### config.mk
export PLATFORM = sky130hd
export DESIGN_NAME = arbitro_memoria
export DESIGN_NICKNAME = d
export VERILOG_FILES = /design/src/rtl/arbitro_pkg.sv /design/src/rtl/seletor_vencedor.sv /design/src/rtl/arbitro_memoria.sv
export SDC_FILE = /design/constraint.sdc
export NUM_CORES = 1
export LEC_CHECK = 0
export CORE_MARGIN = 2
export CORE_UTILIZATION = 37
export DETAILED_ROUTE_END_ITERATION = 8
export HOLD_SLACK_MARGIN = 0.1
export MAX_ROUTING_LAYER = met4
export PLACE_DENSITY = 0.83
export REMOVE_ABC_BUFFERS = 1
export SYNTH_ARGS = -nofsm -noshare
export SYNTH_HDL_FRONTEND = slang
export SYNTH_SLANG_ARGS = --single-unit
### constraint.sdc
create_clock -name clk -period 1.8 [get_ports clk]
set_clock_uncertainty 0.15 [all_clocks]
set_input_delay 0.45 -clock clk [delete_from_list [all_inputs] [get_ports clk]]
set_output_delay 0.45 -clock clk [all_outputs]
set_load 0.01 [all_outputs]
### src/rtl/arbitro_pkg.sv
// Shared types and constants for the two-master memory arbiter.
//   estado_t : arbiter FSM states
//   id_t     : requester identifier (ID_CPU / ID_HOST)
//   pedido_t : request payload captured at grant time
package arbitro_pkg;

    localparam int unsigned LARGURA  = 16;
    localparam int unsigned ENDERECO = 16;

    typedef enum logic [1:0] {
        OCIOSO   = 2'd0,
        ACESSO   = 2'd1,
        LEITURA  = 2'd2,
        RESPOSTA = 2'd3
    } estado_t;

    typedef logic id_t;
    localparam id_t ID_CPU  = 1'b0;
    localparam id_t ID_HOST = 1'b1;

    typedef struct packed {
        logic                we;
        logic [ENDERECO-1:0] addr;
        logic [LARGURA-1:0]  wdata;
    } pedido_t;

endpackage

### src/rtl/seletor_vencedor.sv
// Combinational winner select for the memory arbiter.
// Optional build macro: ARB_RR_EN (round-robin tie-break using the
// last-served pointer). Without it the host wins every tie.
// Ports:
//   cpu_req, host_req : pending requests
//   host_lock         : host claims exclusive ownership (CPU ineligible)
//   ultimo            : last-served requester (ARB_RR_EN builds only)
//   valido_c          : some eligible request exists
//   vencedor_c        : selected requester
module seletor_vencedor
    import arbitro_pkg::*;
(
    input  logic cpu_req,
    input  logic host_req,
    input  logic host_lock,
`ifdef ARB_RR_EN
    input  id_t  ultimo,
`endif
    output logic valido_c,
    output id_t  vencedor_c
);

    logic cpu_elegivel;

    assign cpu_elegivel = cpu_req & ~host_lock;

    // Host is the default winner; the CPU takes it when alone or, in the
    // round-robin build, when the host was the last one served.
    always_comb begin
        valido_c   = host_req | cpu_elegivel;
        vencedor_c = ID_HOST;
        if (cpu_elegivel) begin
            if (!host_req) begin
                vencedor_c = ID_CPU;
            end
`ifdef ARB_RR_EN
            else if (ultimo == ID_HOST) begin
                vencedor_c = ID_CPU;
            end
`endif
        end
    end

endmodule

### src/rtl/arbitro_memoria.sv
// Two-requester arbiter (CPU and host/debug loader) for a single-port
// memory with a one-edge read latency. Each access takes four cycles:
// OCIOSO (arbitrate) -> ACESSO -> LEITURA -> RESPOSTA (ack).
// Optional build macro: ARB_RR_EN (round-robin tie-break; otherwise the
// host has fixed priority and the last-served pointer is not built).
// Ports:
//   clk, rst_n                              : clock, async active-low reset
//   cpu_req/we/addr/wdata, cpu_ack/rdata    : CPU request and response
//   host_req/we/addr/wdata, host_lock,
//   host_ack/rdata                          : host request and response
//   mem_addr/mem_data/mem_we, mem_q         : memory interface
//   busy, dono                              : activity and current/last grantee
module arbitro_memoria
    import arbitro_pkg::*;
(
    input  logic                clk,
    input  logic                rst_n,
    input  logic                cpu_req,
    input  logic                cpu_we,
    input  logic [ENDERECO-1:0] cpu_addr,
    input  logic [LARGURA-1:0]  cpu_wdata,
    output logic                cpu_ack,
    output logic [LARGURA-1:0]  cpu_rdata,
    input  logic                host_req,
    input  logic                host_we,
    input  logic [ENDERECO-1:0] host_addr,
    input  logic [LARGURA-1:0]  host_wdata,
    input  logic                host_lock,
    output logic                host_ack,
    output logic [LARGURA-1:0]  host_rdata,
    output logic [ENDERECO-1:0] mem_addr,
    output logic [LARGURA-1:0]  mem_data,
    output logic                mem_we,
    input  logic [LARGURA-1:0]  mem_q,
    output logic                busy,
    output logic                dono
);

    estado_t estado;
    pedido_t pedido_q;
    logic    valido_c;
    id_t     vencedor_c;
    pedido_t pedido_c;

`ifdef ARB_RR_EN
    id_t     ultimo;
`endif

    seletor_vencedor u_seletor (
        .cpu_req    (cpu_req),
        .host_req   (host_req),
        .host_lock  (host_lock),
`ifdef ARB_RR_EN
        .ultimo     (ultimo),
`endif
        .valido_c   (valido_c),
        .vencedor_c (vencedor_c)
    );

    // Payload of the winning requester, captured only on the grant edge.
    always_comb begin
        pedido_c.we    = cpu_we;
        pedido_c.addr  = cpu_addr;
        pedido_c.wdata = cpu_wdata;
        if (vencedor_c == ID_HOST) begin
            pedido_c.we    = host_we;
            pedido_c.addr  = host_addr;
            pedido_c.wdata = host_wdata;
        end
    end

    // Memory address/data come straight from the captured request so they
    // hold from ACESSO through RESPOSTA (and beyond) without extra muxing.
    assign mem_addr = pedido_q.addr;
    assign mem_data = pedido_q.wdata;

    // Arbiter FSM with registered outputs.
    always_ff @(posedge clk or negedge rst_n) begin
        if (!rst_n) begin
            estado     <= OCIOSO;
            pedido_q   <= '0;
            mem_we     <= 1'b0;
            cpu_ack    <= 1'b0;
            host_ack   <= 1'b0;
            cpu_rdata  <= '0;
            host_rdata <= '0;
            busy       <= 1'b0;
            dono       <= ID_CPU;
`ifdef ARB_RR_EN
            ultimo     <= ID_HOST;
`endif
        end else begin
            cpu_ack  <= 1'b0;
            host_ack <= 1'b0;
            case (estado)
                OCIOSO: begin
                    if (valido_c) begin
                        estado   <= ACESSO;
                        pedido_q <= pedido_c;
                        mem_we   <= pedido_c.we;
                        busy     <= 1'b1;
                        dono     <= vencedor_c;
`ifdef ARB_RR_EN
                        ultimo   <= vencedor_c;
`endif
                    end
                end
                ACESSO: begin
                    estado <= LEITURA;
                    mem_we <= 1'b0;
                end
                LEITURA: begin
                    // mem_q now reflects mem_addr; writes leave rdata alone.
                    estado <= RESPOSTA;
                    if (dono == ID_HOST) begin
                        host_ack <= 1'b1;
                        if (!pedido_q.we) begin
                            host_rdata <= mem_q;
                        end
                    end else begin
                        cpu_ack <= 1'b1;
                        if (!pedido_q.we) begin
                            cpu_rdata <= mem_q;
                        end
                    end
                end
                RESPOSTA: begin
                    estado <= OCIOSO;
                    busy   <= 1'b0;
                end
                default: begin
                    estado <= OCIOSO;
                end
            endcase
        end
    end

endmodule

== Word-level counts from Yosys, hierarchy flattened ==
Index checks and enable logic that the tools add are counted.

* Equality and inequality tests: 4
* Muxes and demuxes: 13
* Bitwise logic cells: 5
* Reduce and logical (&&, ||, !) cells: 8

{| class="wikitable"
|+ Operators with widths
! kind !! count
|-
| $mux 33 || 1
|-
| $mux 1 || 8
|-
| $pmux 2 s4 || 1
|-
| $reduce_and 2->1 || 3
|-
| $reduce_and 3->1 || 2
|-
| $eq 2x2->1 const B || 2
|-
| $pmux 1 s2 || 2
|-
| $reduce_bool 2->1 || 2
|-
| $not 1->1 || 3
|-
| $eq 2x1->1 const B || 1
|-
| $logic_not 2->1 || 1
|-
| $mux 2 || 1
|-
| $ne 2x1->1 const B || 1
|-
| $and 1x1->1 || 1
|-
| $or 1x1->1 || 1
|}

* Register bits: 72
* Output and inout port bits: 69
* Logic and storage cells: 41

== Longest topological paths before layout ==
Gate-level depths: netlist of the first run.

* Word-level depth: 6
* Mapped depth: 7

== Hierarchy ==
From an unflattened synthesis of the first run, not the netlist that was laid out.

* Cells, all modules: 282
* Area total of the unflattened synthesis: 3,409.5 µm²

{| class="wikitable"
|+ Modules (own cells, without submodules)
! module !! times used !! cells an instance !! area each (µm²) !! seq. area each (µm²)
|-
| arbitro_memoria || 1 || 278 || 3,389.5 || 1,801.7
|-
| seletor_vencedor || 1 || 4 || 20.0 || 0.0
|}

== Worst setup path after synthesis of the first run ==
No wires, ideal clock.

* Path type: reg2reg
* Start point: register estado[0]
* End point: register cpu_rdata[10]
* Setup time: 0.125 ns
* Arrival time: 1.471 ns
* Required time: 1.525 ns
* Setup slack: 0.054 ns
* Stages on the path, launching flop included: 8
* Period minus slack after synthesis: 1.746 ns
* Path through: dfrtp_1 > inv_1 > ha_1 > nor2b_4 > and2_4 > buf_6 > buf_12 > mux2_4

* Word-level cells in the longest chain between the ends: 2

{| class="wikitable"
|+ Ends and longest elaborated chain
! item !! line !! source
|-
| start: declaration || arbitro_memoria.sv:39 || <nowiki>estado_t estado;</nowiki>
|-
| start signal: assignment || arbitro_memoria.sv:80 || <nowiki>estado <= OCIOSO;</nowiki>
|-
| start signal: assignment || arbitro_memoria.sv:98 || <nowiki>estado <= ACESSO;</nowiki>
|-
| start signal: assignment || arbitro_memoria.sv:109 || <nowiki>estado <= LEITURA;</nowiki>
|-
| $eq 2x2->1 || arbitro_memoria.sv:95 || <nowiki>case (estado)</nowiki>
|-
| $reduce_and 3->1 (no line) || n/a ||
|-
| end signal: assignment || arbitro_memoria.sv:123 || <nowiki>cpu_rdata <= mem_q;</nowiki>
|-
| end: declaration || arbitro_memoria.sv:23 || <nowiki>output logic [LARGURA-1:0] cpu_rdata,</nowiki>
|}

Every way passes these cells.
A chain may end at the register's enable or synchronous reset.

== Worst setup path after layout of the first run ==
* Start point: register estado[0]
* End point: register estado[1]

* Word-level cells in the longest chain between the ends: 2

{| class="wikitable"
|+ Ends and longest elaborated chain
! item !! line
|-
| $eq 2x2->1 (tied with other cells) || arbitro_memoria.sv:95
|-
| $pmux 2 s4 or $ne 2x1->1 (tied branches) || n/a
|}

Parallel ways exist; a longest one is shown, timed or not.

==> results of run 1 <==
-- cells by family after synthesis --
family                   count (synthesis)
multiplexers                            33
adder cells (fa/ha/maj)                  5
buffers and inverters                   50
AND/OR/NAND/NOR                         80
AO/OA/AOI/OAI                           39
flip-flops                              72
-- through the flow --
| stage | instance area [um2] | power (uW) | setup slack (ns) | util (%) | hold slack [ns] |
|---|---|---|---|---|---|
| 6_report | 4910 | 7620 | 0.0927 | 59.2 | 0.340 |
| 2_1_floorplan | 2880 | 4560 | -0.145 | - | 0.00441 |
| 3_5_place_dp | 4710 | 6860 | -0.170 | 56.7 | 0.342 |
| 4_1_cts | 4870 | 7660 | 0.0241 | 58.6 | 0.347 |
| 5_1_grt | 4910 | 8150 | 0.00307 | 59.2 | 0.362 |
| 3_3_place_gp | 4710 | 6730 | -0.110 | 56.7 | 0.336 |
-- area by class of cell --
class                           count  area [um2]  area share [%]
Inverter                            5        18.8           0.382
Timing Repair Buffer              172        1680            34.1
Multi-Input combinational cell    157        1070            21.9
Tap cell                          105         131            2.68
Clock inverter                      5        55.1            1.12
Clock buffer                       11         151            3.08
Sequential cell                    72        1800            36.7
-- cell usage in the layout (no fill, tap or decap) --
master           instances
clkinv_2                 2
mux2_2                  23
o21ai_0                  3
bufinv_16                1
buf_6                    1
ha_4                     1
nand2b_1                 1
nand3_1                  1
buf_12                   5
a21oi_1                  2
mux2_4                  10
dlygate4sd3_1            1
clkbuf_8                11
nand3b_1                 1
clkbuf_16                1
clkinvlp_4               2
nor2b_2                  1
o21a_2                   1
dlygate4sd2_1           69
nand2_1                  4
and2_4                   1
nor3_2                   1
nor3_1                   1
clkdlybuf4s50_1         85
dfrtp_1                 71
and2_2                   1
inv_1                    4
nor2_1                  66
a32oi_1                  1
ha_1                     4
inv_2                    1
nor2b_4                  1
nand2_4                  1
o22ai_1                 32
buf_4                   10
dfrtp_2                  1
-- critical path, delay by kind of cell (launching register included) --
| family | cells | cell delay, ns |
|---|---|---|
| mux | 1 | 0.35 |
| buf+inv | 3 | 0.29 |
| simple gates | 1 | 0.19 |
| fa+ha+maj | 1 | 0.21 |
| flops | 1 | 0.40 |
-- worst paths after layout --
check	end	startpoint	cells past startpoint
min in group asynchronous	host_rdata[13]	rst_n	3
setup / recovery	estado[1]	estado[0]	6
hold reg to reg	cpu_ack	dono	1
max in group asynchronous	mem_data[10]	rst_n	3
setup reg to reg	estado[1]	estado[0]	6
hold / removal	cpu_ack	dono	1
-- power breakdown --
part / switching, uW / total (uW) / internal [uW] / leakage [uW]
Sequential: 415 / 2850 / 2430 / 0.000827
Clock: 585 / 1300 / 711 / 0.000101
Combinational: 1580 / 3480 / 1900 / 0.00123
Total: 2580 / 7620 / 5040 / 0.00216
-- synth_stat cells, drive strengths merged --
cell type / number
clkbuf: 3
nor3: 2
dfrtp: 72
nand2b: 1
and2: 2
nand2: 5
a21oi: 2
ha: 5
o21a: 1
mux2: 33
buf: 42
nand3: 1
inv: 5
o22ai: 32
nor2b: 2
o21ai: 3
a32oi: 1
nor2: 66
nand3b: 1
-- sequential cells by signal, summed over array words and instances, names as in the netlist, 2 cells and up --
register and cells:
host_rdata 16, cpu_rdata 16, mem_addr 16, mem_data 16, estado 2
-- layer usage --
layer | share of wire (%) | vias to the layer above | GRT usage (%)
li1 | - | 1189 | -
met1 | 44 | 1178 | 22.2
met2 | 47 | 126 | 26.6
met3 | 6.9 | 12 | 4.46
met4 | 1.8 | 0 | 6.93
met5 | 0 | - | -
-- repair_timing --
| item | CTS | global route |
|---|---|---|
| buffers inserted | 2 | 0 |
| resized for setup | 70 | 5 |
| hold buffers | 1 | 0 |
| hold endpoints to repair | 72 | 0 |
| cloned | 0 | 1 |
| setup endpoints to repair | 77 | 19 |
==> results by group, run 1 <==
GRT
  – Antenna violations before repair: 0
  – Vias in the first global route: 2588
  – Total gr overflow: 0
  – Pin count of the biggest net entering global routing: 73
  – Aggregate global-route resource usage: 17.4%
  – First-pass GRT wire length: 12.7 mm

Drt
  – Final ANT Viol Nets: 0
  – DRC violation count after routing: 0
  – Routed vias/inst: 4.75
  – DR pass1 iterations: 4
  – Total number of vias: 2505
  – DRT iter0 DRCs: 47
  – Routed WL: 7.89 mm
  – Post-DR wirelength/cell: 15.0 um

Floorplan
  – Full die area: 9440 um2
  – Die Height: 97.2 um
  – Row count: 33
  – Core area: 8300 um2
  – Initial Utilization: 38.7%
  – # IOs: 156
  – Die W: 97.2 um

Setup path
  – Crit path kind: reg2reg
  – Max stage delay on crit path: 0.40 ns
  – Worst reg2reg setup slack: approximately 0.093 ns
  – Worst Setup Start Kind: flop
  – Cell chain of the critical path: inv_2, buf_4, ha_1, inv_1, nor3_2, mux2_2
  – Crit-path max FO: 4
  – Crit end category: flop
  – Slowest CP cell: dfrtp_1
  – Critical Path RT: 1.87 ns
  – Crit path DAT: ~1.8 ns

Clock network
  – Clock transition at path regs: 0.08 ns
  – Clock sink count: 72
  – Num CTS Buffers: 9
  – Clock latency on the worst-skew pair: 0.33 ns
  – CTS max path bufs: 2
  – H-tree levels: 3
  – CTS tree: done
  – CTS Root Cell: clkbuf_8

Placed design
  – GPL Wtd Cong: 0.764
  – IO Port Bufs: 155
  – DP HPWL: 5.75 mm
  – Placed cells: 507

STA
  – Worst Tran Pin Value: between 0.3 and 0.4 ns
  – Max Slew Vio Count: 0
  – Final setup viols: 0
  – Relative slew slack: 73.9%
  – Final setup TNS: 0 ns
  – Crit path time final: 1.71 ns
  – Final Hold Fails: 0
  – Max Fclk: between 500 and 600 MHz
  – RSZ-0062 raised after global routing: no
  – Fin crit share: 94.8%

Logic synthesis
  – Sequential area share after synthesis: ~56%
  – Post-synthesis mux area share: 12.7%
  – Post-synthesis compound-gate area fraction: 7.52%
  – Synth Register Bits: 72
  – Synth Cell Area: 3210 um2
  – Top cell type's share of synthesized area: between 50% and 60%
  – Synth cell types: 27
  – Post-synthesis xor/xnor area fraction: 0%
  – Largest family of logic cells by synthesized area: multiplexers
  – Post-synthesis adder-cell area fraction: 1.95%
  – Synth top area cells: dfrtp_1 (56%), mux2_2 (8.1%), buf_4 (7.7%)
  – Mean Syn Cell Area: 11.5 um2
  – Synth Warn #: 0
  – Cells after Synth: 279
  – Cell accounting for the most synthesized area: dfrtp_1
  – Synthesized-area fraction occupied by and/or/nand/nor cells: 10.8%

Job
  – Max cap viols: 0

Finish
  – Share of cells above drive strength 1: 18.0%
  – Area growth syn-to-layout: 52.9%
  – Fill count: 706
  – Fin nets: 509
  – Fin cells: 527
  – # diodes: 0

Pwr
  – Leakage: 0.00216 uW
  – Worst VDD drop: 0.589 mV
  – PwrDens: 1550 nW/um2

Hold path
  – Min-Delay Path Class: reg2reg

Status
  – Outcome: complete, no violations
Power figures use the tool's default switching activity.
==> run 2, diff against run 1 <==
Settings changed: TNS_END_PERCENT from default to 50.
==> run 2 against run 1 <==
  * Sequential cell count stayed put
  * Count of clock-buffer cells in the layout stayed put
  * Non-clock buffer count is 3 lower
  * Design area is 1.2% lower
  * Register-to-register slack hardly changed
  * Clock power hardly changed
  * Fmax is 0.39% higher
  * Routed wire length hardly changed
  * Power is 1.0% lower
  * Core utilization is 0.69 points lower
  * Critical path depth is 1 lower
  * Highest routed layer unchanged
==> results by group, run 2 (synthesis gave the netlist of run 1 again) <==
Drt
  – Routed vias/inst: 4.74
  – DR pass1 iterations: 4
  – Final ANT Viol Nets: 0
  – Total number of vias: 2487
  – DRC violation count after routing: 0
  – DRT iter0 DRCs: 40
  – Routed WL: 7.90 mm
  – Post-DR wirelength/cell: 15.0 um

Setup path
  – Worst R2R End: cpu_rdata[13]
  – Slowest CP cell: dfrtp_1
  – Critical Path RT: 1.87 ns
  – Levels on crit path: 5
  – Crit end category: flop
  – Crit path DAT: 1.77 ns
  – Crit. Startpoint: estado[0]
  – Max stage delay on crit path: 0.40 ns
  – Worst reg2reg setup slack: 0.1 ns
  – Delay-heaviest family, CP: simple AND/OR/NAND/NOR gates
  – Worst Setup Start Kind: flop
  – Cell chain of the critical path: inv_2, ha_2, nor2b_4, and2_4, mux2_4
  – Launch instance of the worst register-to-register path: estado[0]
  – Crit path kind: reg2reg
  – Crit path to: cpu_rdata[13]
  – R2r worst-path depth: 5
  – Crit-path max FO: 8
  – Worst Path Buf+Inv: 1

Pwr
  – Leakage: between 0.002 and 0.0025 uW
  – Worst VDD drop: 0.577 mV
  – PwrDens: 1550 nW/um2

Clock network
  – Clock transition at path regs: 0.08 ns
  – H-tree levels: 3
  – CTS Root Cell: clkbuf_8
  – Clock latency on the worst-skew pair: between 0.3 and 0.4 ns
  – Num CTS Buffers: 9
  – Post-CTS Setup Repair Bufs: 0
  – Clock sink count: 72
  – CTS tree: done
  – CTS max path bufs: 2

Finish
  – Area growth syn-to-layout: 51.1%
  – Leading cell type in the layout, fill and taps excluded: clkdlybuf4s50_1
  – Share of cells above drive strength 1: between 15 and 20%
  – Sequential Area: 1800 um2
  – Multi-input logic area: 1070 um2
  – Commonest non-fill, non-tap cells in the layout: clkdlybuf4s50_1 (85), dfrtp_1 (71), dlygate4sd2_1 (69), nor2_1 (66), o22ai_1 (32)
  – # diodes: 0
  – Fill count: approximately 700
  – Fin nets: 507

GRT
  – Aggregate global-route resource usage: 17.4%
  – Pin count of the biggest net entering global routing: 73
  – First-pass GRT wire length: 12.7 mm
  – Vias in the first global route: about 2.6k
  – Antenna violations before repair: 0
  – Total gr overflow: 0

STA
  – Worst Tran Pin Value: approximately 0.4 ns
  – Final setup viols: 0
  – Post-route setup slack: 0.0994 ns
  – Final Hold Fails: 0
  – Relative slew slack: 73.4%
  – Max Slew Vio Count: 0
  – Max Fclk: 588 MHz
  – Fin crit share: 94.5%
  – Final setup TNS: 0 ns
  – RSZ-0062 raised after global routing: no
  – Crit path time final: ~1.7 ns

Placed design
  – Dpl ws: -0.170 ns
  – GPL Wtd Cong: 0.764
  – DP HPWL: around 5.8 mm
  – IO Port Bufs: approximately 160

Hold path
  – Min-Delay Path Class: reg2reg

Floorplan
  – Die W: 97.2 um
  – Row count: 33
  – Initial Utilization: 38.7%
  – Die Height: 97.2 um
  – # IOs: 156
  – Core area: 8300 um2
  – Full die area: 9440 um2

Job
  – Max cap viols: 0

Status
  – Outcome: complete, no violations
run 2: cell count changes in the layout (fill, tap and decap cells not counted):
cell / change
and2_4: +1
buf_12: -1
buf_6: -1
clkbuf_16: -1
ha_2: +1
ha_4: -1
run 2: layer usage:
metal  track usage, %  vias to the layer above  share of wire [%]
met2             26.8                      121                 48
met4             6.93                        0                1.5
met5                -                        -                  0
met1             22.0                     1168                 44
met3             4.46                       10                6.9
li1                 -                     1188                  -
run 2: cell type report:
cell class / instances / area share (%)
Timing Repair Buffer: 169 / 33.4
Clock buffer: 11 / 3.12
Tap cell: 105 / 2.71
Clock inverter: 5 / 1.13
Multi-Input combinational cell: 158 / 22.1
Sequential cell: 72 / 37.2
Inverter: 5 / 0.387
run 2: metrics by stage:
step	std cells	area, um2	total power (uW)	utilization [%]	hold slack [ns]
2_1_floorplan	234	2880	4560	-	0.00441
3_3_place_gp	507	4710	6730	56.7	0.336
3_5_place_dp	507	4710	6860	56.7	0.342
4_1_cts	524	4840	7630	58.3	0.347
5_1_grt	525	4850	8070	58.5	0.362
6_report	525	4850	7540	58.5	0.351
run 2: power by group:
| group | internal [uW] | leakage [uW] | total (uW) | switching, uW |
|---|---|---|---|---|
| Sequential | 2430 | 0.000827 | 2840 | 409 |
| Combinational | 1840 | 0.00121 | 3410 | 1570 |
| Clock | 711 | 0.000101 | 1290 | 583 |
| Total | 4980 | 0.00214 | 7540 | 2560 |
run 2: worst min path at each step:
stage	startpoint	end	slack (ns)	depth (start not counted)
after floorplan	rst_n	busy	0.004	0
after global placement	rst_n	cpu_rdata[13]	0.34	2
after detailed placement	rst_n	host_rdata[13]	0.34	2
after CTS	dono	cpu_ack	0.35	1
after global routing	host_rdata[3]	host_rdata[3]	0.36	1
final	dono	cpu_ack	0.35	1
run 2: what timing repair did:
item	CTS	global route
endpoints found under the hold margin	72	0
gates cloned	0	1
endpoints found under the setup margin	77	23
resized for setup	71	3
hold buffers	1	0
